--- src/rtl/id_ex_operand_stage_if.sv ---
// ID/EX stage bus: decoded ID fields, EX/MEM and MEM/WB forwarding taps,
// and the EX-side operands and control bits that feed the ALU.
interface id_ex_operand_stage_if #(
    parameter int DW  = 32,
    parameter int RW  = 5,
    parameter int OPW = 4
);
    logic           hold_i;
    logic           bubble_i;
    logic           id_valid;
    logic [RW-1:0]  id_rs;
    logic [RW-1:0]  id_rt;
    logic [RW-1:0]  id_rd;
    logic [DW-1:0]  id_rs_data;
    logic [DW-1:0]  id_rt_data;
    logic [DW-1:0]  id_imm;
    logic [4:0]     id_shamt;
    logic [OPW-1:0] id_aluop;
    logic           id_bsel_imm;
    logic           id_asel_shamt;
    logic           id_regwrite;
    logic           id_memread;
    logic           id_memwrite;
    logic           id_memtoreg;
    logic           exm_regwrite;
    logic [RW-1:0]  exm_rd;
    logic [DW-1:0]  exm_result;
    logic           mwb_regwrite;
    logic [RW-1:0]  mwb_rd;
    logic [DW-1:0]  mwb_result;
    logic           ex_valid;
    logic [DW-1:0]  alu_a;
    logic [DW-1:0]  alu_b;
    logic [OPW-1:0] alu_op;
    logic [DW-1:0]  ex_store_data;
    logic [RW-1:0]  ex_rd;
    logic           ex_regwrite;
    logic           ex_memread;
    logic           ex_memwrite;
    logic           ex_memtoreg;
    logic           load_use_o;

    modport master (
        output hold_i, bubble_i, id_valid, id_rs, id_rt, id_rd, id_rs_data, id_rt_data,
               id_imm, id_shamt, id_aluop, id_bsel_imm, id_asel_shamt, id_regwrite,
               id_memread, id_memwrite, id_memtoreg, exm_regwrite, exm_rd, exm_result,
               mwb_regwrite, mwb_rd, mwb_result,
        input  ex_valid, alu_a, alu_b, alu_op, ex_store_data, ex_rd, ex_regwrite,
               ex_memread, ex_memwrite, ex_memtoreg, load_use_o
    );

    modport slave (
        input  hold_i, bubble_i, id_valid, id_rs, id_rt, id_rd, id_rs_data, id_rt_data,
               id_imm, id_shamt, id_aluop, id_bsel_imm, id_asel_shamt, id_regwrite,
               id_memread, id_memwrite, id_memtoreg, exm_regwrite, exm_rd, exm_result,
               mwb_regwrite, mwb_rd, mwb_result,
        output ex_valid, alu_a, alu_b, alu_op, ex_store_data, ex_rd, ex_regwrite,
               ex_memread, ex_memwrite, ex_memtoreg, load_use_o
    );
endinterface

--- src/rtl/id_ex_operand_stage.sv ---
// ID/EX pipeline register with EX/MEM and MEM/WB operand forwarding and
// load-use detection. Drives the ALU operands directly.
module id_ex_operand_stage #(
    parameter int DW  = 32,
    parameter int RW  = 5,
    parameter int OPW = 4
) (
    input logic                   clk,
    input logic                   rstn,
    id_ex_operand_stage_if.slave  bus
);
    logic           ex_valid_r;
    logic [RW-1:0]  rs_r, rt_r, rd_r;
    logic [DW-1:0]  rs_data_r, rt_data_r, imm_r;
    logic [4:0]     shamt_r;
    logic [OPW-1:0] aluop_r;
    logic           bsel_imm_r, asel_shamt_r;
    logic           regwrite_r, memread_r, memwrite_r, memtoreg_r;

    logic [DW-1:0]  fwd_rs_s, fwd_rt_s, cap_rs_s, cap_rt_s;

    // A producer forwards only when it writes a non-zero register matching the source.
    function automatic logic fwd_hit(input logic we, input logic [RW-1:0] dst,
                                     input logic [RW-1:0] src);
        fwd_hit = we & (dst != {RW{1'b0}}) & (dst == src);
    endfunction

    // Forwarded operands for the instruction currently held in EX (EX/MEM wins over MEM/WB).
    always_comb begin
        fwd_rs_s = rs_data_r;
        fwd_rt_s = rt_data_r;
        if (fwd_hit(bus.exm_regwrite, bus.exm_rd, rs_r)) begin
            fwd_rs_s = bus.exm_result;
        end else if (fwd_hit(bus.mwb_regwrite, bus.mwb_rd, rs_r)) begin
            fwd_rs_s = bus.mwb_result;
        end else begin
            fwd_rs_s = rs_data_r;
        end
        if (fwd_hit(bus.exm_regwrite, bus.exm_rd, rt_r)) begin
            fwd_rt_s = bus.exm_result;
        end else if (fwd_hit(bus.mwb_regwrite, bus.mwb_rd, rt_r)) begin
            fwd_rt_s = bus.mwb_result;
        end else begin
            fwd_rt_s = rt_data_r;
        end
    end

    // Capture-time bypass: a MEM/WB write landing this cycle is not yet in the regfile read.
    always_comb begin
        cap_rs_s = bus.id_rs_data;
        cap_rt_s = bus.id_rt_data;
        if (fwd_hit(bus.mwb_regwrite, bus.mwb_rd, bus.id_rs)) begin
            cap_rs_s = bus.mwb_result;
        end else begin
            cap_rs_s = bus.id_rs_data;
        end
        if (fwd_hit(bus.mwb_regwrite, bus.mwb_rd, bus.id_rt)) begin
            cap_rt_s = bus.mwb_result;
        end else begin
            cap_rt_s = bus.id_rt_data;
        end
    end

    // Stage register: hold refreshes operands, bubble inserts a NOP, otherwise load ID.
    always_ff @(posedge clk or negedge rstn) begin
        if (!rstn) begin
            ex_valid_r   <= 1'b0;
            rs_r         <= {RW{1'b0}};
            rt_r         <= {RW{1'b0}};
            rd_r         <= {RW{1'b0}};
            rs_data_r    <= {DW{1'b0}};
            rt_data_r    <= {DW{1'b0}};
            imm_r        <= {DW{1'b0}};
            shamt_r      <= 5'd0;
            aluop_r      <= {OPW{1'b0}};
            bsel_imm_r   <= 1'b0;
            asel_shamt_r <= 1'b0;
            regwrite_r   <= 1'b0;
            memread_r    <= 1'b0;
            memwrite_r   <= 1'b0;
            memtoreg_r   <= 1'b0;
        end else if (bus.hold_i) begin
            // The forwarding source may retire while frozen, so latch its value now.
            rs_data_r <= fwd_rs_s;
            rt_data_r <= fwd_rt_s;
        end else if (bus.bubble_i) begin
            ex_valid_r <= 1'b0;
            rd_r       <= {RW{1'b0}};
            aluop_r    <= {OPW{1'b0}};
            regwrite_r <= 1'b0;
            memread_r  <= 1'b0;
            memwrite_r <= 1'b0;
            memtoreg_r <= 1'b0;
        end else begin
            ex_valid_r   <= bus.id_valid;
            rs_r         <= bus.id_rs;
            rt_r         <= bus.id_rt;
            rd_r         <= bus.id_rd;
            rs_data_r    <= cap_rs_s;
            rt_data_r    <= cap_rt_s;
            imm_r        <= bus.id_imm;
            shamt_r      <= bus.id_shamt;
            aluop_r      <= bus.id_aluop;
            bsel_imm_r   <= bus.id_bsel_imm;
            asel_shamt_r <= bus.id_asel_shamt;
            regwrite_r   <= bus.id_regwrite;
            memread_r    <= bus.id_memread;
            memwrite_r   <= bus.id_memwrite;
            memtoreg_r   <= bus.id_memtoreg;
        end
    end

    // ALU operand selection: shamt or forwarded rs for A, immediate or forwarded rt for B.
    always_comb begin
        if (asel_shamt_r) begin
            bus.alu_a = {{(DW-5){1'b0}}, shamt_r};
        end else begin
            bus.alu_a = fwd_rs_s;
        end
        if (bsel_imm_r) begin
            bus.alu_b = imm_r;
        end else begin
            bus.alu_b = fwd_rt_s;
        end
    end

    assign bus.ex_store_data = fwd_rt_s;
    assign bus.ex_valid      = ex_valid_r;
    assign bus.alu_op        = aluop_r;
    assign bus.ex_rd         = rd_r;
    assign bus.ex_regwrite   = regwrite_r;
    assign bus.ex_memread    = memread_r;
    assign bus.ex_memwrite   = memwrite_r;
    assign bus.ex_memtoreg   = memtoreg_r;

    // A load in EX whose destination is read by a valid ID instruction must be stalled.
    assign bus.load_use_o = ex_valid_r & memread_r & (rd_r != {RW{1'b0}}) &
                            ((rd_r == bus.id_rs) | (rd_r == bus.id_rt)) & bus.id_valid;
endmodule

--- src/flat_wrapper.sv ---
// flat-port wrapper written by rule: the top's interface ports become plain ports
module id_ex_operand_stage_flat 
#(
    parameter int DW  = 32,
    parameter int RW  = 5,
    parameter int OPW = 4
)
  (clk, rstn, bus_hold_i, bus_bubble_i, bus_id_valid, bus_id_rs, bus_id_rt, bus_id_rd, bus_id_rs_data, bus_id_rt_data, bus_id_imm, bus_id_shamt, bus_id_aluop, bus_id_bsel_imm, bus_id_asel_shamt, bus_id_regwrite, bus_id_memread, bus_id_memwrite, bus_id_memtoreg, bus_exm_regwrite, bus_exm_rd, bus_exm_result, bus_mwb_regwrite, bus_mwb_rd, bus_mwb_result, bus_ex_valid, bus_alu_a, bus_alu_b, bus_alu_op, bus_ex_store_data, bus_ex_rd, bus_ex_regwrite, bus_ex_memread, bus_ex_memwrite, bus_ex_memtoreg, bus_load_use_o);
  id_ex_operand_stage_if #(.DW(DW), .RW(RW), .OPW(OPW)) bus_i ();
  input logic clk;
  input logic rstn;
  input wire logic [$bits(bus_i.hold_i)-1:0] bus_hold_i;
  input wire logic [$bits(bus_i.bubble_i)-1:0] bus_bubble_i;
  input wire logic [$bits(bus_i.id_valid)-1:0] bus_id_valid;
  input wire logic [$bits(bus_i.id_rs)-1:0] bus_id_rs;
  input wire logic [$bits(bus_i.id_rt)-1:0] bus_id_rt;
  input wire logic [$bits(bus_i.id_rd)-1:0] bus_id_rd;
  input wire logic [$bits(bus_i.id_rs_data)-1:0] bus_id_rs_data;
  input wire logic [$bits(bus_i.id_rt_data)-1:0] bus_id_rt_data;
  input wire logic [$bits(bus_i.id_imm)-1:0] bus_id_imm;
  input wire logic [$bits(bus_i.id_shamt)-1:0] bus_id_shamt;
  input wire logic [$bits(bus_i.id_aluop)-1:0] bus_id_aluop;
  input wire logic [$bits(bus_i.id_bsel_imm)-1:0] bus_id_bsel_imm;
  input wire logic [$bits(bus_i.id_asel_shamt)-1:0] bus_id_asel_shamt;
  input wire logic [$bits(bus_i.id_regwrite)-1:0] bus_id_regwrite;
  input wire logic [$bits(bus_i.id_memread)-1:0] bus_id_memread;
  input wire logic [$bits(bus_i.id_memwrite)-1:0] bus_id_memwrite;
  input wire logic [$bits(bus_i.id_memtoreg)-1:0] bus_id_memtoreg;
  input wire logic [$bits(bus_i.exm_regwrite)-1:0] bus_exm_regwrite;
  input wire logic [$bits(bus_i.exm_rd)-1:0] bus_exm_rd;
  input wire logic [$bits(bus_i.exm_result)-1:0] bus_exm_result;
  input wire logic [$bits(bus_i.mwb_regwrite)-1:0] bus_mwb_regwrite;
  input wire logic [$bits(bus_i.mwb_rd)-1:0] bus_mwb_rd;
  input wire logic [$bits(bus_i.mwb_result)-1:0] bus_mwb_result;
  output wire logic [$bits(bus_i.ex_valid)-1:0] bus_ex_valid;
  output wire logic [$bits(bus_i.alu_a)-1:0] bus_alu_a;
  output wire logic [$bits(bus_i.alu_b)-1:0] bus_alu_b;
  output wire logic [$bits(bus_i.alu_op)-1:0] bus_alu_op;
  output wire logic [$bits(bus_i.ex_store_data)-1:0] bus_ex_store_data;
  output wire logic [$bits(bus_i.ex_rd)-1:0] bus_ex_rd;
  output wire logic [$bits(bus_i.ex_regwrite)-1:0] bus_ex_regwrite;
  output wire logic [$bits(bus_i.ex_memread)-1:0] bus_ex_memread;
  output wire logic [$bits(bus_i.ex_memwrite)-1:0] bus_ex_memwrite;
  output wire logic [$bits(bus_i.ex_memtoreg)-1:0] bus_ex_memtoreg;
  output wire logic [$bits(bus_i.load_use_o)-1:0] bus_load_use_o;
  assign bus_i.hold_i = bus_hold_i;
  assign bus_i.bubble_i = bus_bubble_i;
  assign bus_i.id_valid = bus_id_valid;
  assign bus_i.id_rs = bus_id_rs;
  assign bus_i.id_rt = bus_id_rt;
  assign bus_i.id_rd = bus_id_rd;
  assign bus_i.id_rs_data = bus_id_rs_data;
  assign bus_i.id_rt_data = bus_id_rt_data;
  assign bus_i.id_imm = bus_id_imm;
  assign bus_i.id_shamt = bus_id_shamt;
  assign bus_i.id_aluop = bus_id_aluop;
  assign bus_i.id_bsel_imm = bus_id_bsel_imm;
  assign bus_i.id_asel_shamt = bus_id_asel_shamt;
  assign bus_i.id_regwrite = bus_id_regwrite;
  assign bus_i.id_memread = bus_id_memread;
  assign bus_i.id_memwrite = bus_id_memwrite;
  assign bus_i.id_memtoreg = bus_id_memtoreg;
  assign bus_i.exm_regwrite = bus_exm_regwrite;
  assign bus_i.exm_rd = bus_exm_rd;
  assign bus_i.exm_result = bus_exm_result;
  assign bus_i.mwb_regwrite = bus_mwb_regwrite;
  assign bus_i.mwb_rd = bus_mwb_rd;
  assign bus_i.mwb_result = bus_mwb_result;
  assign bus_ex_valid = bus_i.ex_valid;
  assign bus_alu_a = bus_i.alu_a;
  assign bus_alu_b = bus_i.alu_b;
  assign bus_alu_op = bus_i.alu_op;
  assign bus_ex_store_data = bus_i.ex_store_data;
  assign bus_ex_rd = bus_i.ex_rd;
  assign bus_ex_regwrite = bus_i.ex_regwrite;
  assign bus_ex_memread = bus_i.ex_memread;
  assign bus_ex_memwrite = bus_i.ex_memwrite;
  assign bus_ex_memtoreg = bus_i.ex_memtoreg;
  assign bus_load_use_o = bus_i.load_use_o;
  id_ex_operand_stage #(.DW(DW), .RW(RW), .OPW(OPW)) u_core (.clk(clk), .rstn(rstn), .bus(bus_i));
endmodule
--- config.mk ---
export PLATFORM = sky130hd
export DESIGN_NAME = id_ex_operand_stage_flat
export DESIGN_NICKNAME = d
export VERILOG_FILES = /design/src/rtl/id_ex_operand_stage_if.sv /design/src/rtl/id_ex_operand_stage.sv /design/src/flat_wrapper.sv
export SDC_FILE = /design/constraint.sdc
export NUM_CORES = 1
export LEC_CHECK = 0
export CELL_PAD_IN_SITES_DETAIL_PLACEMENT = 2
export CELL_PAD_IN_SITES_GLOBAL_PLACEMENT = 2
export CORE_MARGIN = 2
export CORE_UTILIZATION = 29
export DETAILED_ROUTE_END_ITERATION = 8
export PLACE_DENSITY = 0.86
export SYNTH_ARGS = -nofsm -noshare
export SYNTH_HDL_FRONTEND = slang
export SYNTH_SLANG_ARGS = --single-unit
--- constraint.sdc ---
create_clock -name clk -period 3.3 [get_ports clk]
set_input_delay 0.66 -clock clk [delete_from_list [all_inputs] [get_ports clk]]
set_output_delay 0.66 -clock clk [all_outputs]
set_load 0.05 [all_outputs]
After elaboration in Yosys (flattened, before gate mapping)
Index checks and enable logic that the tools add are counted.
{"block": "word_totals", "input_bits": 207, "reg_bits": 127, "word_cells": 62}
{"block": "classes", "reduce_logical": 4, "n_eq_ne": 9, "mux": 19, "n_bitwise": 15}
{"cell": "$mux W32", "n": 12}
{"cell": "$eq A5 B5 Y1", "n": 8}
{"cell": "$reduce_bool A5 Y1", "n": 3}
{"cell": "$and A1 B1 Y1", "n": 12}
{"cell": "$mux W1", "n": 5}
{"cell": "$mux W5", "n": 1}
{"cell": "$mux W4", "n": 1}
{"cell": "$ne A2 B2 Y1 const B", "n": 1}
{"cell": "$not A1 Y1", "n": 2}
{"cell": "$reduce_and A2 Y1", "n": 1}
{"cell": "$or A1 B1 Y1", "n": 1}

Logic depth before layout (Yosys ltp)
Gate-level depths: netlist (run 1).
{"block": "logic_depth", "word_depth": 6, "depth_mapped": 9, "mapped_depth_nobuf": 5}

Worst setup path before layout (run 1)
OpenSTA, ideal clock, no wires.
{"block": "synth_path", "path_kind": "input port to output port", "from": "input bus_mwb_rd[0]", "to": "output bus_alu_b[31]", "path_buffers": 1, "setup_slack_ps": -598, "t_arrival_ps": 3238, "cell_stages": 6, "path_cell_list": "buf_2 or4_4 o211ai_4 o21ai_0 a31oi_1 mux2_2"}
{"block": "synth_via", "elab_chain_len": 6, "word_cells_on_any_way": 7, "classes_between": "eq/ne (1); mux (3); bitwise (2); reduce/logical (1)"}
{"item": "from (decl)", "line": "flat_wrapper.sv:33", "rtl": "input wire logic [$bits(bus_i.mwb_rd)-1:0] bus_mwb_rd;"}
{"item": "$reduce_bool A5 Y1", "line": "id_ex_operand_stage.sv:25", "rtl": "fwd_hit = we & (dst != {RW{1'b0}}) & (dst == src);"}
{"item": "$and A1 B1 Y1", "line": "id_ex_operand_stage.sv:25"}
{"item": "$and A1 B1 Y1 *", "line": "id_ex_operand_stage.sv:25"}
{"item": "$mux W32 *", "line": "id_ex_operand_stage.sv:41", "rtl": "end else if (fwd_hit(bus.mwb_regwrite, bus.mwb_rd, rt_r)) begin"}
{"item": "$mux W32 *", "line": "id_ex_operand_stage.sv:39", "rtl": "if (fwd_hit(bus.exm_regwrite, bus.exm_rd, rt_r)) begin"}
{"item": "via bus_ex_store_data[31]", "line": "flat_wrapper.sv:39", "rtl": "output wire logic [$bits(bus_i.ex_store_data)-1:0] bus_ex_store_data;"}
{"item": "$mux W32 *", "line": "id_ex_operand_stage.sv:120", "rtl": "if (bsel_imm_r) begin"}
{"item": "to (decl)", "line": "flat_wrapper.sv:37", "rtl": "output wire logic [$bits(bus_i.alu_b)-1:0] bus_alu_b;"}
Mark *: on every way through the listed nets, which the timed path passes. The rest lies on a longest branch.

Worst setup path after layout (run 1)
{"block": "layout_path", "from": "register u_core.rt_r[0]", "to": "output bus_alu_b[0]"}
{"block": "layout_via", "elab_chain_len": 5, "word_cells_on_any_way": 7, "classes_between": "eq/ne (2); mux (3); bitwise (2)"}
{"item": "from (decl)", "line": "id_ex_operand_stage.sv:13", "rtl": "logic [RW-1:0] rs_r, rt_r, rd_r;"}
{"item": "from (signal assigned)", "line": "id_ex_operand_stage.sv:69", "rtl": "rt_r <= {RW{1'b0}};"}
{"item": "from (signal assigned)", "line": "id_ex_operand_stage.sv:97", "rtl": "rt_r <= bus.id_rt;"}
{"item": "$eq A5 B5 Y1", "line": "id_ex_operand_stage.sv:25"}
{"item": "$and A1 B1 Y1", "line": "id_ex_operand_stage.sv:25"}
{"item": "$mux W32", "line": "id_ex_operand_stage.sv:41"}
{"item": "$mux W32 *", "line": "id_ex_operand_stage.sv:39"}
{"item": "$mux W32 *", "line": "id_ex_operand_stage.sv:120"}
Mark *: on every way between the ends. The rest lies on a longest branch, timed or not.

==> results of run 1 <==
## area by class of cell
cell class                 instances  area (um2)
sequential                       127        3190
clock inverter                    11         164
antenna                            3        7.51
fill                            3468       17900
inverter                          69         259
tap                              461         577
timing repair buffer             495        5430
multi-input combinational        756        7360
clock buffer                      21         460
## where the power goes
| group | internal [W] | switching, W | leakage [nW] |
|---|---|---|---|
| clock network | 0.00130 | 0.000839 | 0.303 |
| logic | 0.00216 | 0.00262 | 5.06 |
| registers | 0.00178 | 0.000267 | 1.52 |
| total | 0.00524 | 0.00372 | 6.88 |
## routing by layer
| metal | up-vias | global-route usage | routed length (um) |
|---|---|---|---|
| met5 | - | 0 | 0 |
| met4 | 0 | 0.111 | 2240 |
| met3 | 130 | 0.0706 | 3400 |
| met2 | 443 | 0.550 | 31700 |
| met1 | 5711 | 0.345 | 23500 |
| li1 | 4643 | - | - |
## kinds of logic after synthesis
kind of cell	synth area share
xor+xnor	0.0339
buf+inv	0.0860
simple gates	0.168
flops	0.308
mux	0.130
compound gates	0.275
## worst max-delay path by stage
stage	from	cells past startpoint	to	slack, ns
global route	u_core.rt_r[4]$_DFFE_PN0P_	7	bus_alu_b[0]	-0.23
floorplan	bus_mwb_rd[0]	6	bus_alu_b[31]	-0.02
detailed placement	bus_mwb_rd[1]	10	bus_alu_a[12]	-0.49
finish	u_core.rt_r[0]$_DFFE_PN0P_	9	bus_alu_b[0]	-0.19
global placement	bus_mwb_rd[1]	10	bus_alu_a[8]	-0.40
CTS	u_core.rs_r[1]$_DFFE_PN0P_	10	bus_alu_a[29]	-0.08
## timing repair
item,4_1_cts,5_1_grt
endpoints found under the setup margin,96,86
buffers inserted,19,27
gates resized for setup,178,95
cloned,8,8
hold buffers,0,0
pin swaps,31,49
## state kept, by name (all words and copies together) (netlist names)
signal and cells:
u_core.bus.ex_regwrite 1, u_core.rt_r 5, u_core.bus.alu_op 4, u_core.bus.ex_rd 5
u_core.rt_data_r 32, u_core.shamt_r 5, u_core.imm_r 32, u_core.bus.ex_memtoreg 1
u_core.rs_r 5, u_core.bus.ex_valid 1, u_core.asel_shamt_r 1, u_core.bus.ex_memwrite 1
u_core.bus.ex_memread 1, u_core.bsel_imm_r 1, u_core.rs_data_r 32
## per-stage QoR
stage	power, W	setup slack, ns
6_report	0.00896	-0.193
5_1_grt	0.00925	-0.226
4_1_cts	0.00870	-0.0837
3_5_place_dp	0.00617	-0.493
3_3_place_gp	0.00600	-0.399
2_1_floorplan	0.00439	-0.0197
## Yosys cell counts (all sizes together), types with 34 or more instances
cell type / n / area share
dfrtp: 127 / 0.31
mux2: 113 / 0.13
o21ai: 98 / 0.058
nor2: 88 / 0.034
inv: 69 / 0.025
nor3: 66 / 0.041
clkbuf: 63 / 0.023
nand2: 44 / 0.016
buf: 43 / 0.038
or3: 42 / 0.025
a21oi: 38 / 0.018
a31oi: 37 / 0.067
a32o: 37 / 0.036
nand3: 34 / 0.016
## worst register-to-register path: cells and delay by family, from the launching register on
kind,cells,cell delay [ns]
buffers and inverters,6,0.91
DFF,1,0.45
AOI/OAI and AO/OA,2,0.44
and+or+nand+nor,2,0.41
xor gates and xnor gates,1,0.15
==> summary.md, run 1 <==
| Metric | Value |
|---|---|
| Vias per inst | 5.62 |
| Die X | 193 um |
| Placed Instance Area | between 15000 and 20000 um2 |
| Global-route wire length before repair | 82.8 mm |
| Commonest non-fill, non-tap cell in the layout | clkdlybuf4s50_1 |
| Fin. max-slew vios | 0 |
| Cts bufs inserted | 17 |
| Final Cycle Share | 1.06 |
| Routed WL | 60.8 mm |
| R2r startpoint | u_core.rs_r[1]$_DFFE_PN0P_ |
| RSZ-0062 raised after global routing | yes |
| Core Region | 35300 um2 |
| Worst path cell trace | xnor2_4 -> buf_4 -> o211ai_4 -> buf_12 -> o21ai_0 -> buf_4 -> a31oi_4 -> mux2_4 -> buf_8 |
| Most frequent CP cell | buf_4 |
| Post-synth ARST share | 1.00 |
| CP max stage delay | 0.52 ns |
| Drc violations | 0 |
| Crit path max-delay family | buffers and inverters |
| Layout cell share with drive strength beyond 1 | 0.446 |
| Final setup vio count | 61 |
| Fin crit period | 3.49 ns |
| Final HPWL DP | about 36 mm |
| Root buffer cell | clkbuf_16 |
| Final Hold Fails | 0 |
| Crit path required time | 2.64 ns |
| #FFs+latches synth | 127 |
| Rows | 69 |
| Area delta synth->final | 68.7% |
| Synth Instances | 1055 |
| DR WL/cell | 31.3 um |
| Synth warnings | 0 |
| Vias in the first global route | 12500 |
| Worst-Margin Slew | about 0.78 ns |
| CP Max Fanout | 10 |
| IO Port Bufs | approximately 320 |
| Post-synth EDFFs | 0 |
| Fin cells | about 1900 |
| Htree depth | 4 |
| CP Capture Type | primary output |
| Number of DRC markers in iteration 0 | between 600 and 700 |
| Post-Route Skew | 0.0122 ns |
| CP startpoint kind | register |
| Netlist Area Pre-Place | 10300 um2 |
| Initial Util | 0.293 |
| Placed insts | roughly 1900 |
| Worst path arrival time | 2.83 ns |
| Die Span Y | 193 um |
| Total die area | 37200 um2 |
| Worst Path Buf+Inv | 4 |
| GRT Total Usage | 0.304 |
| Fin area | 17400 um2 |
| Static leakage | 6.88 nW |
| Worst vdd ir | 0.465 mV |
| Syn nets | 1262 |
| Initial antenna violation count | 7 |
| Failing checks | setup timing |
| Cell Pwr Density | a little over 500 nW/um2 |
| R2R cell count | 11 |
| Hold Crit Class | in2async |
| Seq/Total Area, Yosys | 0.308 |
| Syn_area_per_cell | between 9 and 10 um2 |
| Fin nets | 1673 |
| Placer Congestion | 0.863 |
| Clock tree from TritonCTS | built |
| Reg-to-reg slack, setup | around 0.8 ns |
| Utilization after layout | 0.494 |
| Top_reg_cell synth | dfrtp_1 |
| Crit Path Class | reg2out |
| Setup TNS | -3.88 ns |
| Yosys cell types | 47 |
| Most frequent cells in the layout | clkdlybuf4s50_1 (206), buf_4 (145), dfrtp_1 (122) |
| Max Cap Viol | 0 |
| Clock buffer depth | 2 |
| First-pass DRT Iterations | 5 |
| R2r endpoint | u_core.rs_data_r[28]$_DFFE_PN0P_ |
| Clk Latency, worst-skew pair | 0.47 ns |
| Outcome | finished, violations left |
| F_max | 0.286 GHz |
| Rel. slew slack | 0.482 |
| Largest net degree at the start of global routing | 150 |
| IO Count | 318 |
| CTS sink cnt | 127 |
| Hold WS | 0.172 ns |
| Post-DRT Antenna Nets | 0 |
| Clock-pin slew on the worst setup and hold paths | 0.06 ns |
| Via Count | 10900 |
| Final WS setup | -0.193 ns |
| Slowest CP cell | dfrtp_1 |
| Congestion Overflow GR | 0 |
(Power assumes the default switching activity.)
==> inputs of run 2 (changes only) <==
--- a/config.mk
+++ b/config.mk
@@ -11,6 +11,7 @@
 export CORE_UTILIZATION = 29
 export DETAILED_ROUTE_END_ITERATION = 8
 export PLACE_DENSITY = 0.86
+export REMOVE_ABC_BUFFERS = 1
 export SYNTH_ARGS = -nofsm -noshare
 export SYNTH_HDL_FRONTEND = slang
 export SYNTH_SLANG_ARGS = --single-unit
==> summary.md, run 2 (synthesized netlist as in run 1, its figures left out) <==
| Metric | Value |
|---|---|
| Most frequent CP cell | buf_12 |
| Fin nets | between 1500 and 2000 |
| Post-Route Skew | ~0.013 ns |
| Root buffer cell | clkbuf_16 |
| Cts bufs inserted | 17 |
| Fillcell total | ~3400 |
| Die Span Y | 193 um |
| Max Cap Viol | 0 |
| Total die area | 37200 um2 |
| Via Count | 11000 |
| Outcome | finished, violations left |
| IO Port Bufs | 317 |
| Crit path max-delay family | simple AND/OR/NAND/NOR gates |
| R2R cell count | 9 |
| Final Cycle Share | 1.05 |
| R2r startpoint | u_core.rt_r[4]$_DFFE_PN0P_ |
| Largest regs | u_core.imm_r (32), u_core.rs_data_r (32), u_core.rt_data_r (32) |
| F_max | 0.289 GHz |
| Fin crit period | 3.46 ns |
| Crit path required time | about 2.6 ns |
| Static leakage | a little over 7 nW |
| Cell Pwr Density | roughly 500 nW/um2 |
| Largest net degree at the start of global routing | 71 |
| Rows | 69 |
| Worst Path Buf+Inv | 3 |
| CP Capture Type | primary output |
| Seq. cell area | 3190 um2 |
| Failing checks | setup timing |
| Most frequent cells in the layout | clkdlybuf4s50_1 (205), buf_4 (130), dfrtp_1 (117) |
| Number of buffers inserted by hold repair at cts | 0 |
| Overall Power | slightly above 0.009 W |
| R2r endpoint | u_core.rt_data_r[25]$_DFFE_PN0P_ |
| Multi-input logic area | 7370 um2 |
| Core Region | around 35000 um2 |
| Placed Instance Area | between 10000 and 15000 um2 |
| CP max stage delay | 0.62 ns |
| Worst path cell trace | xor2_4 -> or4b_4 -> buf_12 -> buf_12 -> o21ai_4 -> a31oi_4 -> mux2_2 -> buf_6 |
| CP startpoint kind | register |
| Reg-to-reg slack, setup | 0.79 ns |
| Number of DRC markers in iteration 0 | 536 |
| Area delta synth->final | 75.5% |
| GRT Total Usage | 0.318 |
| Hold Crit Class | in2async |
| Initial Util | 0.293 |
| Initial antenna violation count | 5 |
| Post-DRT Antenna Nets | 0 |
| Vias per inst | 5.55 |
| Slowest CP cell | or4b_4 |
| Drc violations | 0 |
| DR WL/cell | between 30 and 40 um |
| RSZ-0062 raised after global routing | yes |
| Setup TNS | -6.46 ns |
| Hold WS | 0.174 ns |
| Fin area | roughly 18000 um2 |
| CP Max Fanout | 8 |
| Worst vdd ir | 0.389 mV |
| Final HPWL DP | roughly 36 mm |
| Clock buffer depth | 2 |
| Fin. max-slew vios | 0 |
| Worst-Margin Slew | 1.45 ns |
| Placer Congestion | ~0.80 |
| Clock-pin slew on the worst setup and hold paths | 0.07 ns |
| Crit Path Class | reg2out |
| Pre-CTS WS | -0.562 ns |
| Final WS setup | -0.163 ns |
| Clk Latency, worst-skew pair | 0.46 ns |
| Routed WL | 62.8 mm |
| Htree depth | 4 |
| Clock tree from TritonCTS | built |
| Layout cell share with drive strength beyond 1 | 0.460 |
| Commonest non-fill, non-tap cell in the layout | clkdlybuf4s50_1 |
| Global-route wire length before repair | approximately 86 mm |
| Final Hold Fails | 0 |
| Final setup vio count | 82 |
| Rel. slew slack | 0.0308 |
| Congestion Overflow GR | 0 |
| Die X | ~190 um |
| IO Count | 318 |
| Vias in the first global route | 12700 |
| First-pass DRT Iterations | 4 |
| Worst path arrival time | ~2.8 ns |
| CTS sink cnt | 127 |
run 2: worst max path at each step:
stage / start / to / depth (start not counted)
after floorplan: bus_exm_rd[1] / bus_alu_b[31] / 5
after global placement: bus_mwb_rd[1] / bus_alu_a[9] / 9
after global routing: u_core.rt_r[4]$_DFFE_PN0P_ / bus_alu_b[25] / 8
after CTS: u_core.rt_r[2]$_DFFE_PN0P_ / bus_alu_b[2] / 8
after detailed placement: bus_mwb_rd[4] / bus_alu_b[10] / 10
final: u_core.rt_r[4]$_DFFE_PN0P_ / bus_alu_b[12] / 8
run 2: layout make-up:
class,instances,area share
tap,461,0.0318
inverter,69,0.0143
timing repair buffer,535,0.337
multi-input combinational,756,0.406
sequential,127,0.176
clock buffer,22,0.0267
antenna,3,0.000414
clock inverter,10,0.00738
run 2: layer usage:
layer  global-route usage  wire length (um)
met5                    0                27
met4                0.140              2770
met3               0.0576              2800
met2                0.574             33100
met1                0.365             24100
run 2: through the flow:
stage / cells / util
after floorplan: 949 / -
after global routing: 1983 / 0.514
after CTS: 1960 / 0.491
after global placement: 1873 / 0.424
after detailed placement: 1873 / 0.424
final: 1983 / 0.514
run 2: what timing repair did:
| action | CTS | global route |
|---|---|---|
| resized for setup | 235 | 163 |
| buffers inserted | 41 | 31 |
| pin swaps | 46 | 30 |
| cloned | 14 | 5 |
| endpoints found under the setup margin | 96 | 95 |
run 2: power by group:
part / internal (W) / switching [W] / total, W / leakage [nW]
clock network: 0.00126 / 0.000837 / 0.00210 / 0.302
logic: 0.00228 / 0.00266 / 0.00494 / 5.26
registers: 0.00178 / 0.000307 / 0.00209 / 1.52
total: 0.00533 / 0.00381 / 0.00913 / 7.08
==> inputs of run 3 (changes only) <==
--- a/config.mk
+++ b/config.mk
@@ -10,7 +10,9 @@
 export CORE_MARGIN = 2
 export CORE_UTILIZATION = 29
 export DETAILED_ROUTE_END_ITERATION = 8
+export MAX_ROUTING_LAYER = met4
 export PLACE_DENSITY = 0.86
+export RECOVER_POWER = 50
 export REMOVE_ABC_BUFFERS = 1
 export SYNTH_ARGS = -nofsm -noshare
 export SYNTH_HDL_FRONTEND = slang
==> summary.md, run 3 (synthesized netlist as in run 1, its figures left out) <==
| Metric | Value |
|---|---|
| Outcome | finished, violations left |
| Failing checks | capacitance limit, slew limit, setup timing |
| F_max | 0.288 GHz |
| Static leakage | 7.09 nW |
| Final HPWL DP | between 30 and 40 mm |
| Post-DRT Antenna Nets | 0 |
| Layout cell share with drive strength beyond 1 | 0.459 |
| Overall Power | 0.00917 W |
| Most frequent cells in the layout | clkdlybuf4s50_1 (205), buf_4 (123), dfrtp_1 (117) |
| CP max stage delay | 0.62 ns |
| Rel. slew slack | -0.746 |
| First-pass DRT Iterations | 7 |
| Global-route wire length before repair | 86.1 mm |
| Core Region | 35300 um2 |
| Fin. max-slew vios | 138 |
| IO Count | 318 |
| Htree depth | 4 |
| Max Cap Viol | 3 |
| Clock buffer depth | 2 |
| Routed WL | 63.5 mm |
| Die Span Y | 193 um |
| Vias in the first global route | approximately 13000 |
| Fin crit period | 3.48 ns |
| Largest net degree at the start of global routing | 71 |
| Placed Instance Area | about 15000 um2 |
| Post-Route Skew | roughly 0.013 ns |
| Clk Latency, worst-skew pair | 0.46 ns |
| Final setup vio count | 72 |
| Worst Path Buf+Inv | 3 |
| Number of buffers inserted by hold repair at cts | 0 |
| CTS sink cnt | 127 |
| Via Count | between 10000 and 15000 |
| Congestion Overflow GR | 0 |
| Clock-pin slew on the worst setup and hold paths | 0.07 ns |
| Worst vdd ir | 0.379 mV |
| IO Port Bufs | roughly 320 |
| Worst path cell trace | xor2_4 -> or4b_4 -> buf_12 -> buf_12 -> o21ai_2 -> a31oi_4 -> mux2_2 -> buf_6 |
| Cell Pwr Density | ~500 nW/um2 |
| CP Max Fanout | 8 |
| Vias per inst | 5.65 |
| Clock tree from TritonCTS | built |
| Worst-Margin Slew | 2.62 ns |
| Largest regs | u_core.imm_r (32), u_core.rs_data_r (32), u_core.rt_data_r (32) |
| Area delta synth->final | 75.8% |
| Crit path required time | 2.64 ns |
| Die X | around 190 um |
| Root buffer cell | clkbuf_16 |
| CP startpoint kind | register |
| Final WS setup | -0.176 ns |
| Commonest non-fill, non-tap cell in the layout | clkdlybuf4s50_1 |
| Total die area | around 37000 um2 |
| Rows | slightly below 70 |
| CP Capture Type | primary output |
| Crit path max-delay family | simple AND/OR/NAND/NOR gates |
| Final Cycle Share | 1.05 |
| GRT Total Usage | 0.328 |
| Initial antenna violation count | 5 |
| Placed insts | 1873 |
| Number of DRC markers in iteration 0 | ~610 |
| Hold Crit Class | reg2reg |
| DR WL/cell | 31.9 um |
| Fin cells | roughly 2000 |
| Fin nets | roughly 1700 |
| Fillcell total | approximately 3400 |
| Cts bufs inserted | 17 |
| Final Hold Fails | 0 |
| Initial Util | 0.293 |
| Placer Congestion | 0.807 |
| RSZ-0062 raised after global routing | yes |
| Crit Path Class | reg2out |
| Slowest CP cell | or4b_4 |
| Drc violations | 0 |
| Worst path arrival time | 2.82 ns |
| Fin area | between 15000 and 20000 um2 |
| Most frequent CP cell | buf_12 |
| Utilization after layout | 0.515 |
==> run 3: cell count changes in the layout (fill, tap and decap cells not counted), moves of 2 or more <==
cell / previous run / this run
diode_2: 3 / 5
buf_6: 82 / 91
nand3_2: 20 / 16
buf_8: 34 / 28
buf_4: 130 / 123
nand3_4: 3 / 6
clkbuf_2: 1 / 7
==> run 3: power by group <==
part           switching (W)  internal, W
registers           0.000315      0.00178
logic                0.00268      0.00227
clock network       0.000850      0.00127
==> run 3: worst paths after layout <==
path / start / end / slack, ns / cells after the start
setup reg to reg: u_core.rs_r[2]$_DFFE_PN0P_ / u_core.rs_data_r[8]$_DFFE_PN0P_ / 0.73 / 10
max in group asynchronous: rstn / u_core.rs_data_r[6]$_DFFE_PN0P_ / 0.30 / 2
min in group asynchronous: rstn / u_core.rt_r[4]$_DFFE_PN0P_ / 1.18 / 1
hold reg to reg: u_core.bus.alu_op[1]$_DFFE_PN0N_ / u_core.bus.alu_op[1]$_DFFE_PN0N_ / 0.50 / 2
setup / recovery: u_core.rt_r[4]$_DFFE_PN0P_ / bus_alu_b[30] / -0.18 / 8
hold / removal: u_core.bus.alu_op[1]$_DFFE_PN0N_ / u_core.bus.alu_op[1]$_DFFE_PN0N_ / 0.50 / 2
==> run 3: per-layer routing <==
layer | share of wire | GRT usage | vias to the layer above
li1 | - | - | 4738
met1 | 0.39 | 0.366 | 5892
met2 | 0.52 | 0.573 | 452
met3 | 0.046 | 0.0569 | 154
met4 | 0.044 | 0.142 | 0
met5 | 0 | - | -
==> run 3: through the flow <==
step / worst slack (ns) / hold WS, ns / setup TNS (ns)
after floorplan: -2.94 / 0.364 / -249.18
after detailed placement: -0.562 / 0.493 / -42.36
after global routing: -0.210 / 0.517 / -10.79
final: -0.176 / 0.504 / -6.87
after global placement: -0.456 / 0.469 / -32.11
after CTS: -0.136 / 0.172 / -4.85
==> run 3: area by class of cell <==
| cell class | instances | area [um2] | share of cell area |
|---|---|---|---|
| clock buffer | 22 | 484 | 0.0266 |
| inverter | 69 | 259 | 0.0143 |
| sequential | 127 | 3190 | 0.176 |
| tap | 461 | 577 | 0.0317 |
| antenna | 5 | 12.5 | 0.000689 |
| timing repair buffer | 538 | 6120 | 0.337 |
| multi-input combinational | 756 | 7400 | 0.407 |
| clock inverter | 10 | 134 | 0.00737 |
==> run 3: worst min-delay path: cells and delay by family (launching register included) <==
kind,cells,cell delay [ns]
compound gates,1,0.06
simple gates,1,0.06
flops,1,0.35
==> run 3: what timing repair did <==
item / 4_1_cts / 5_1_grt
gates cloned: 14 / 5
endpoints found under the hold margin: 0 / 0
endpoints found under the setup margin: 96 / 95
gates resized for setup: 235 / 169
pin swaps: 46 / 32
setup buffers: 41 / 30
==> RTL edit 1: new RTL, flow settings as in run 3 <==
`OPW` is set to 4 in 3 places; all go to 2.
--- a/src/rtl/id_ex_operand_stage_if.sv
+++ b/src/rtl/id_ex_operand_stage_if.sv
@@ -3,7 +3,7 @@
 interface id_ex_operand_stage_if #(
     parameter int DW  = 32,
     parameter int RW  = 5,
-    parameter int OPW = 4
+    parameter int OPW = 2
 );
     logic           hold_i;
     logic           bubble_i;
--- a/src/rtl/id_ex_operand_stage.sv
+++ b/src/rtl/id_ex_operand_stage.sv
@@ -3,7 +3,7 @@
 module id_ex_operand_stage #(
     parameter int DW  = 32,
     parameter int RW  = 5,
-    parameter int OPW = 4
+    parameter int OPW = 2
 ) (
     input logic                   clk,
     input logic                   rstn,
--- a/src/flat_wrapper.sv
+++ b/src/flat_wrapper.sv
@@ -3,7 +3,7 @@
 #(
     parameter int DW  = 32,
     parameter int RW  = 5,
-    parameter int OPW = 4
+    parameter int OPW = 2
 )
   (clk, rstn, bus_hold_i, bus_bubble_i, bus_id_valid, bus_id_rs, bus_id_rt, bus_id_rd, bus_id_rs_data, bus_id_rt_data, bus_id_imm, bus_id_shamt, bus_id_aluop, bus_id_bsel_imm, bus_id_asel_shamt, bus_id_regwrite, bus_id_memread, bus_id_memwrite, bus_id_memtoreg, bus_exm_regwrite, bus_exm_rd, bus_exm_result, bus_mwb_regwrite, bus_mwb_rd, bus_mwb_result, bus_ex_valid, bus_alu_a, bus_alu_b, bus_alu_op, bus_ex_store_data, bus_ex_rd, bus_ex_regwrite, bus_ex_memread, bus_ex_memwrite, bus_ex_memtoreg, bus_load_use_o);
   id_ex_operand_stage_if #(.DW(DW), .RW(RW), .OPW(OPW)) bus_i ();
Interface: changed (resized bus_alu_op and bus_id_aluop); port bits go from 318 to 314. The function was not compared with the original's and may differ.
==> RTL edit 1 against run 3 <==
  * The flow still finishes with violations (max-capacitance violations, max-slew violations, negative setup slack)
  * Synthesized area fell by 4.3%
  * Total power rose by 5.7%
  * Global-route usage rose by 3.2 points
  * Sequential cell count fell by 2
  * Worst setup slack got worse by 0.12 ns
  * Clock skew rose by 0.0036 ns
  * Non-clock buffer count fell by 9
  * Wire length rose by 6.3%
  * Clock power rose by 3%
  * Design area rose by 2.1%
  * Critical endpoint is now bus_alu_b[0]
  * Highest routed layer unchanged
==> RTL edit 1: results (changes against run 3) <==
Synthesis
  • Synth top area cells: dfrtp_1, mux2_2, a31oi_4
  • Synth cell count leaders: dfrtp_1, mux2_2, nor2_1
  • Ys flop type: dfrtp_1
  • Gate Count Post-Synth: 1046 (-0.85%)
  • Register area share after synthesis: 31.6% (+0.89 points)

Power
  • P_sw: 4030 uW (+4.8%)
  • Leakage: 0.00730 uW (+3.0%)

Detailed routing
  • Number of DRC markers in iteration 0: 699 (+14%)
  • WL met2: 35.3 mm (+6.5%)
  • Routed WL: 67.5 mm (+6.3%)
  • Metal-1 WL: 23.9 mm (-3.1%)
  • Met3 wire len: 3.70 mm (+27%)
  • First-pass iteration count of the detailed router: 5 (-2)

Timing
  • Hold WS: 0.511 ns (+0.00718 ns)
  • Final setup fails: 90 (+25%)
  • Measured slew at the worst slew-check pin: 2.37 ns (-0.251 ns)
  • Final worst slack: -0.300 ns (-0.125 ns)
  • Final clock skew: 0.0170 ns (+0.00360 ns)
  • Slew Viols, Final: 221 (+60%)

Critical path
  • Worst stage delay on the critical path: 0.50 ns (-0.12 ns)
  • CP Max Fanout: 13 (+5)
  • Critical Path AT: 2.94 ns (+0.12 ns)
  • Slowest-stage cell, CP: dfrtp_1
  • Worst R2R Setup Slack: 0.78 ns (+0.05 ns)
  • Reg2reg path depth: 9 (-1)
  • Cell family with most CP delay: buffers and inverters
  • Reg-to-reg startpoint: u_core.rt_r[2]
  • RR Endpoint: u_core.rt_data_r[15]

Outcome
  • Failing checks: max-capacitance violations, max-slew violations, negative setup slack
  • Status: finished, violations left

Placement
  • Placed instance area: 14900 um2 (-0.33%)
  • Port Buffers: 313 (-1.3%)
  • Gpl congestion: 0.814 (+0.88%)
  • Dpl ws: -0.604 ns (-0.0416 ns)
  • Inst Count DP: 1828 (-2.4%)
  • Final HPWL DP: 35.1 mm (-1.7%)

GRT
  • Number of global-route vias before repair: 13081 (+3.1%)
  • First-pass GRT wire length: 90.8 mm (+5.5%)
  • Largest net degree at the start of global routing: 146 (+110%)
  • GRT Util Overall: 36.0% (+3.2 points)
  • Initial antenna violation count: 10 (+5)

Worst hold path
  • Hold Startpoint: u_core.bus.alu_op[0]
  • Hold EP: u_core.bus.alu_op[0]

Finish
  • Layout cells sized above 1: 46.1% (+0.22 points)
  • Final Non-Filler Cells: 1963 (-1.3%)
  • Nets: 1696 (-1.2%)

Clock tree
  • Clock Latency Late Sink: 0.48 ns (+0.02 ns)

Flow run
  • MaxCap Viol Count: 2 (-1)

Floorplanning
  • Initial core utilization: 29.5% (+0.22 points)
[RTL edit 1: changes by cell type after synthesis, sizes merged]
cell,run 3,this run
o21ai,98,96
nand2b,7,5
clkbuf,63,69
dfrtp,127,125
nand2,44,42
buf,43,36
[RTL edit 1: layout make-up]
type,count,area [um2]
Fill cell,3164,15000
Multi-Input combinational cell,749,7400
Timing Repair Buffer,529,6530
Sequential cell,125,3140
Tap cell,448,561
Clock buffer,18,439
Inverter,69,259
Clock inverter,14,194
Antenna cell,11,27.5
[RTL edit 1: worst max path at each step]
stage                          to  slack [ns]  cells past startpoint
finish               bus_alu_b[0]       -0.30                      9
global route         bus_alu_b[8]       -0.34                     10
CTS                  bus_alu_b[1]       -0.16                      8
detailed placement  bus_alu_a[28]       -0.60                      8
global placement    bus_alu_a[20]       -0.46                      9
floorplan           bus_alu_b[31]       -2.60                      5
[RTL edit 1: logic make-up after synthesis]
group | synth area share [%]
compound gates | 26.0
xor+xnor | 3.54
buf+inv | 8.53
flops | 31.6
mux | 13.6
simple gates | 16.6
[RTL edit 1: timing repair]
item,CTS,global route
cloned,21,5
setup buffers,43,37
pin swaps,50,70
gates resized for setup,272,169
hold buffers,0,0
setup endpoints to repair,96,93
[RTL edit 1: power groups by stage]
stage               clock [uW]  combinational (uW)  sequential [uW]
global placement             0                3980             1940
floorplan                    0                1990             1950
global route              2250                5580             2070
finish                    2190                5440             2060
CTS                       2180                4910             1990
detailed placement           0                4130             1970
[RTL edit 1: layer usage]
| layer | up-vias | track usage [%] |
|---|---|---|
| met2 | 594 | 63.6 |
| met1 | 5896 | 37.0 |
| met5 | - | - |
| li1 | 4696 | - |
| met3 | 278 | 8.21 |
| met4 | 0 | 19.3 |
==> RTL edit 2: new RTL, config.mk and constraints of run 3 <==
Without the edit above. Reset style: synchronous (`rstn`), changed in one clocked block.
--- a/src/rtl/id_ex_operand_stage.sv
+++ b/src/rtl/id_ex_operand_stage.sv
@@ -62,7 +62,7 @@
     end
 
     // Stage register: hold refreshes operands, bubble inserts a NOP, otherwise load ID.
-    always_ff @(posedge clk or negedge rstn) begin
+    always_ff @(posedge clk) begin
         if (!rstn) begin
             ex_valid_r   <= 1'b0;
             rs_r         <= {RW{1'b0}};
Formal check against the unedited RTL: differs if rstn is asserted again (counterexample within 4 cycles, from zero or initial values and one cycle with rstn low); with rstn held inactive, the same outputs for 4 cycles.
==> RTL edit 2 against run 3 <==
  * The flow still finishes with violations (max-capacitance violations, max-slew violations, negative setup slack)
  * Critical path depth is 2 higher
  * Total power is 30% lower
  * Non-clock buffer count is 51 lower
  * Clock skew is 0.0068 ns higher
  * Sequential cell count stayed put
  * Synthesized area is 13% lower
  * Design area is 11% lower
  * Largest cell class unchanged
  * Wire length is 5.1% higher
  * Die area is 13% lower
  * Count of clock-buffer cells in the layout is 3 lower
  * Worst setup slack worse by 0.18 ns
==> RTL edit 2: results (changes against run 3) <==
GRT
  • Number of global-route vias before repair: 12917 (+1.8%)
  • Initial antenna violation count: 5 (unchanged)
  • First-pass GRT wire length: 82.5 mm (-4.2%)
  • GRT Util Overall: 34.2% (+1.4 points)
  • Largest net degree at the start of global routing: 62 (-13%)

Placement
  • Dpl ws: -0.528 ns (+0.0342 ns)
  • Port Buffers: 317 (unchanged)
  • Placed instance area: 13300 um2 (-11%)
  • Inst Count DP: 1852 (-1.1%)
  • Gpl congestion: 0.848 (+5.1%)
  • Final HPWL DP: 34.7 mm (-3.0%)

Finish
  • Layout cells sized above 1: 35.9% (-10 points)
  • Nets: 1731 (+0.87%)
  • Fillcell total: 3077 (-9.6%)
  • Largest regs: u_core.imm_r: 32 flops, u_core.rs_data_r: 32 flops, u_core.rt_data_r: 32 flops

Synthesis
  • Synth cell count leaders: nand2_1, dfxtp_1, nor2_1
  • Synth async-reset ratio: 0% (-100 points)
  • Avg Inst Size Synth: 7.89 um2 (-19%)
  • Post-synthesis mux area share: 8.00% (-5.0 points)
  • Synth Area in XOR/XNOR: 3.89% (+0.50 points)
  • Warnings from Yosys: 0 (unchanged)
  • Post-synthesis adder-cell area fraction: 0% (unchanged)
  • Ys flop type: dfxtp_1
  • Synth Area in Compound Gates: 29.8% (+2.3 points)
  • Synth top area cells: dfxtp_1, mux2_2, nand2_1
  • Register area share after synthesis: 28.2% (-2.5 points)
  • Number of library cell types mapped by synthesis: 52 (+11%)

Worst hold path
  • Hold crit path type: flop to flop

Power
  • Leakage: 0.00579 uW (-18%)
  • Peak supply drop: 0.391 mV (+3.1%)

Outcome
  • Failing checks: max-capacitance violations, max-slew violations, negative setup slack
  • Status: finished, violations left

Timing
  • Final setup fails: 113 (+57%)
  • Final clock skew: 0.0202 ns (+0.00684 ns)
  • Final worst slack: -0.360 ns (-0.185 ns)
  • Measured slew at the worst slew-check pin: 2.03 ns (-0.587 ns)
  • Final setup TNS: -15.76 ns (-8.88 ns)
  • Slew Viols, Final: 102 (-26%)

Clock tree
  • Htree depth: 4 (unchanged)
  • Root Driver: clkbuf_16
  • TritonCTS Buffers: 17 (unchanged)
  • Reg clk slew, reported paths: 0.06 ns
  • CTS Buffer Depth: 2 (unchanged)
  • Clock Latency Late Sink: 0.47 ns

Detailed routing
  • First-pass iteration count of the detailed router: 5 (-2)
  • Routed WL: 66.8 mm (+5.1%)
  • Vias per cell: 6.31 (+12%)
  • Post-DR wirelength/cell: 34.4 um (+7.9%)
  • Number of DRC markers in iteration 0: 1059 (+73%)

Critical path
  • Slowest-stage cell, CP: or4_4
  • CP Max Fanout: 6 (-2)
  • Cell family with most CP delay: simple AND/OR/NAND/NOR gates
  • Worst stage delay on the critical path: 0.54 ns (-0.08 ns)
  • Critical Path AT: 3.00 ns (+0.18 ns)

Flow run
  • MaxCap Viol Count: 2 (-1)
-- RTL edit 2: worst register-to-register path, cell delays in order, from the launching register on --
cell,delay [ns]
dfxtp_4,0.36
xor2_2,0.18
or4b_4,0.59
buf_12,0.19
buf_12,0.14
o21ai_1,0.42
a31oi_4,0.18
buf_6,0.16
a32o_1,0.22
-- RTL edit 2: path summary, 6_finish.rpt --
check             startpoint                   end  slack [ns]  depth (start not counted)
min reg2reg  u_core.imm_r[7]       u_core.imm_r[7]        0.48                          2
min          u_core.imm_r[7]       u_core.imm_r[7]        0.48                          2
max            bus_exm_rd[1]         bus_alu_a[13]       -0.36                         10
max reg2reg   u_core.rt_r[1]  u_core.rt_data_r[14]        0.75                          8
-- RTL edit 2: power breakdown --
group / switching, uW / internal (uW)
combinational: 1410 / 1080
clock: 906 / 1310
sequential: 102 / 1620
total: 2420 / 4010
-- RTL edit 2: layout make-up --
cell class                 instances  area (um2)  share of cell area, %
antenna                            5        12.5                 0.0777
timing repair buffer             487        5490                   34.1
clock inverter                    13         185                   1.15
clock buffer                      19         453                   2.81
multi-input combinational        890        6910                   42.9
inverter                           1        3.75                 0.0233
tap                              396         495                   3.08
sequential                       127        2550                   15.9
-- RTL edit 2: timing repair --
item / 4_1_cts / 5_1_grt
endpoints found under the setup margin: 96 / 93
setup buffers: 11 / 24
gates resized for setup: 212 / 203
cloned: 6 / 8
pin swaps: 28 / 14
-- RTL edit 2: routing by layer --
| layer | routed length, um | vias to the layer above | part of all wire [%] | global-route usage, % |
|---|---|---|---|---|
| met5 | 0 | - | 0 | - |
| met4 | 4580 | 0 | 6.9 | 16.6 |
| met3 | 4610 | 324 | 6.9 | 6.99 |
| met2 | 33300 | 822 | 50 | 58.7 |
| met1 | 24200 | 6124 | 36 | 37.8 |
| li1 | - | 4954 | - | - |
